==> src/rtl/lecture8_1_reg4.sv <==
// Parallel-load register with synchronous active-high reset and load enable.
// Q is driven straight from the storage flops, so there is no combinational
// path from D, load or reset to Q. Until the first edge that sees reset or
// load, Q holds whatever the flops powered up with (X in simulation).
module lecture8_1_reg4 #(
  parameter int WIDTH = 4
) (
  input  logic             Clk,
  input  logic             reset,
  input  logic             load,
  input  logic [WIDTH-1:0] D,
  output logic [WIDTH-1:0] Q
);

  logic [WIDTH-1:0] q_q;
  logic [WIDTH-1:0] q_d;

  // Next value when not in reset: take D on load, otherwise keep the current value.
  always_comb begin
    q_d = q_q;
    if (load) begin
      q_d = D;
    end
  end

  // Storage flops; reset is sampled only on the edge and takes priority over load.
  always_ff @(posedge Clk) begin
    if (reset) begin
      q_q <= '0;
    end else begin
      q_q <= q_d;
    end
  end

  assign Q = q_q;

endmodule

==> config.mk <==
export PLATFORM = sky130hd
export DESIGN_NAME = lecture8_1_reg4
export DESIGN_NICKNAME = d
export VERILOG_FILES = /design/src/rtl/lecture8_1_reg4.sv
export SDC_FILE = /design/constraint.sdc
export NUM_CORES = 1
export LEC_CHECK = 0
export CORE_AREA = 2 2 39 41
export DETAILED_ROUTE_END_ITERATION = 10
export DIE_AREA = 0 0 41 43
export SETUP_SLACK_MARGIN = 0.4
export SLEW_MARGIN = 20
export SYNTH_ARGS = -nofsm -noshare
export SYNTH_HDL_FRONTEND = slang
export SYNTH_SLANG_ARGS = --single-unit
==> constraint.sdc <==
create_clock -name Clk -period 0.8 [get_ports Clk]
set_clock_uncertainty 0.05 [all_clocks]
set_input_delay 0.16 -clock Clk [delete_from_list [all_inputs] [get_ports Clk]]
set_output_delay 0.16 -clock Clk [all_outputs]
set_load 0.05 [all_outputs]
==> key figures, run 1 <==
Yosys
  – Netlist cell types: 4
  – Async set-reset flop share out of synthesis: 0%
  – Post-synth EDFFs: 0
  – Post-synth top cells: dfxtp_1 (4), mux2i_1 (4), nor2_1 (4)
  – Synth Area in Compound Gates: 0%
  – Area leader, netlist: dfxtp_1
  – Synth Area in Adders: 0%
  – Synth Register Bits: 4
  – Main combinational cell family by area after synthesis: multiplexers
  – Simple-gate share of the synthesized area: between 10% and 20%
  – Post-synthesis mux area share: around 29%
  – Mapped Nets: 20
  – Synth Area in XOR/XNOR: 0%
  – Post-synthesis cell area: roughly 140 µm²
  – Top-area cell type share of the netlist area: 57.1%
  – Avg Cell Area, Syn: 10.8 µm²
  – Sequential share of the synthesized area: 57.1%
  – Main synth FF type: dfxtp_1
  – Largest cells by area after synthesis: dfxtp_1 (57%), mux2i_1 (29%), nor2_1 (11%), clkbuf_2 (3.6%)
  – Ys Warns: 0
  – Cell count after synthesis: 13

STA
  – Final slew viol count: 0
  – Least-Margin Pin Slew: 0.219 ns
  – Setup WS post-layout: -0.119 ns
  – RSZ-0062 raised after global routing: yes
  – Setup_tns: -0.466 ns
  – Hold Violations, Final: 0
  – Min Tclk post-route: 0.919 ns
  – Period utilization: 115%
  – Setup Viol. Count Final: 4
  – Relative slew slack: 85.4%
  – Fmax: 1090 MHz

Floorplanning
  – # IOs: 11
  – Area of the die: ~1800 µm²
  – Die Width: around 40 µm
  – Num rows: 14
  – Die Span Y: 43 µm
  – Initial core utilization: 10.1%
  – Core box area: roughly 1400 µm²

Drt
  – 1st-iter DRT viols: 0
  – 1st-pass router iterations: 1
  – Wirelength per Cell: 7.44 µm
  – Via count: 127
  – ANT nets after route: 0
  – Vias per cell: 3.10
  – Total Routed Length: 305 µm
  – DRC violations left: 0

Cells and area
  – Multi-input logic area: 55.1 µm²
  – Synth-to-layout area growth: 138%
  – FF+latch area: 95.1 µm²
  – Fill count: roughly 150
  – N_diodes: 0
  – Nets: 34
  – Max FFs per register: 4
  – Layout cells sized above 1: 44.0%
  – Final Non-Filler Cells: between 40 and 50

Critical path
  – WP buf/inv: 1
  – CP startpoint kind: flip-flop
  – Worst-path cell chain: buf_12
  – CP max stage delay: 0.34 ns
  – CP Class: flip-flop to output pin
  – Worst reg-to-reg path cell count: 2
  – CP arrival: 0.71 ns
  – Slowest-stage cell, CP: dfxtp_4
  – CP endpoint kind: output pin
  – WP depth: 1
  – Worst-path maximum fanout: 2
  – Data required, critical path: 0.59 ns
  – Delay-heaviest family, CP: flip-flops

Pwr
  – Comb power frac: 22.8%
  – Cell Pwr Density: 1770 nW/µm²
  – Leak: between 0.15 and 0.2 nW
  – NetSw: 0.143 mW
  – Pwr Total: just under 0.6 mW
  – Worst VDD drop: 0.000393 V
  – Sequential share of power: 37.2%
  – Switching Share: 24.2%
  – Internal Pwr Total: 0.448 mW
  – Clk pwr share: 40.0%

Clock network
  – Clock transition at path regs: 0.04 ns
  – Clk Latency, worst-skew pair: 0.23 ns
  – Hold-fix buffers, CTS: 0
  – Htree depth: 1
  – TritonCTS Buffers: 3
  – Clock Tree Buf Depth: 2
  – Num Clock Sinks: 4
  – Clk Tree Root Cell: clkbuf_4
  – CTS tree: built
  – Setup Buffers After CTS: 0

Global route
  – Largest net degree at the start of global routing: 5
  – Gr ovfl total: 0
  – Initial antenna violation count: 0
  – Vias in the first global route: about 130
  – Total GRT Usage: 4.72%
  – Global-route wire length before repair: 489 µm

Worst hold path
  – Hold depth: 3
  – Worst min path class: input port to flip-flop

Place
  – # placed instances: 38
  – Final Wtd Congestion: 0.531
  – IO buf count: 10

Run status
  – Failing checks: setup timing
  – Status: finished, violations left

Job
  – Max Cap Viol: 0
## stage by stage
| stage | worst slack [ns] | hold WS (ns) | util (%) | cell area (µm²) |
|---|---|---|---|---|
| after floorplan | 0.0856 | 0.173 | - | 155 |
| after global placement | -0.399 | 0.459 | 22.4 | 310 |
| after detailed placement | -0.404 | 0.464 | 22.4 | 310 |
| after CTS | -0.128 | 0.239 | 23.8 | 329 |
| after global routing | -0.145 | 0.198 | 24.1 | 334 |
| final | -0.119 | 0.155 | 24.1 | 334 |
## path summary, 6_finish.rpt
kind         start   end  slack [ns]
max           Q[0]  Q[0]       -0.12
min           D[0]  Q[0]        0.16
max reg2reg   Q[2]  Q[2]        0.11
min reg2reg   Q[1]  Q[1]        0.47
## layout by cell type (no fill, tap or decap), drive strengths merged
master         n
buf            4
clkbuf         3
clkdlybuf4s15  1
dfxtp          4
dlygate4sd2    3
dlymetal6s2s   2
mux2i          4
nor2           4
## cell families (layout without fill, tap and decap cells)
kind of cell / Yosys count / count (layout)
multiplexers: 4 / 4
flip-flops: 4 / 4
AND/OR/NAND/NOR: 4 / 4
buffers and inverters: 1 / 13
## power by group through the flow
stage               registers (mW)  clock network (mW)  logic (mW)
global route                 0.221               0.259       0.143
CTS                          0.220               0.247       0.138
floorplan                    0.259                   0      0.0221
detailed placement           0.223                   0       0.144
global placement             0.223                   0       0.143
finish                       0.219               0.236       0.135
## area by class of cell
cell class	instances	area share (%)
clock buffer	3	6.74
multi-input combinational	8	16.5
sequential	4	28.5
tap	16	5.99
timing repair buffer	10	42.3
## metal layers
layer / wire, µm / vias up / GRT usage, %
li1: - / 67 / -
met1: 113 / 49 / 5.79
met2: 98 / 11 / 3.75
met3: 93 / 0 / 5.76
met4: 0 / 0 / 4.00
met5: 0 / - / 0
## repair_timing
item,4_1_cts,5_1_grt
setup endpoints to repair,8,8
gates resized for setup,5,2
pin swaps,1,3
(Power assumes the default switching activity.)
==> run 2: changes to the inputs <==
- GPL_TIMING_DRIVEN: not set -> 1
==> results of run 2 <==
The final DEF is identical to that of run 1; final timing and power are the same.
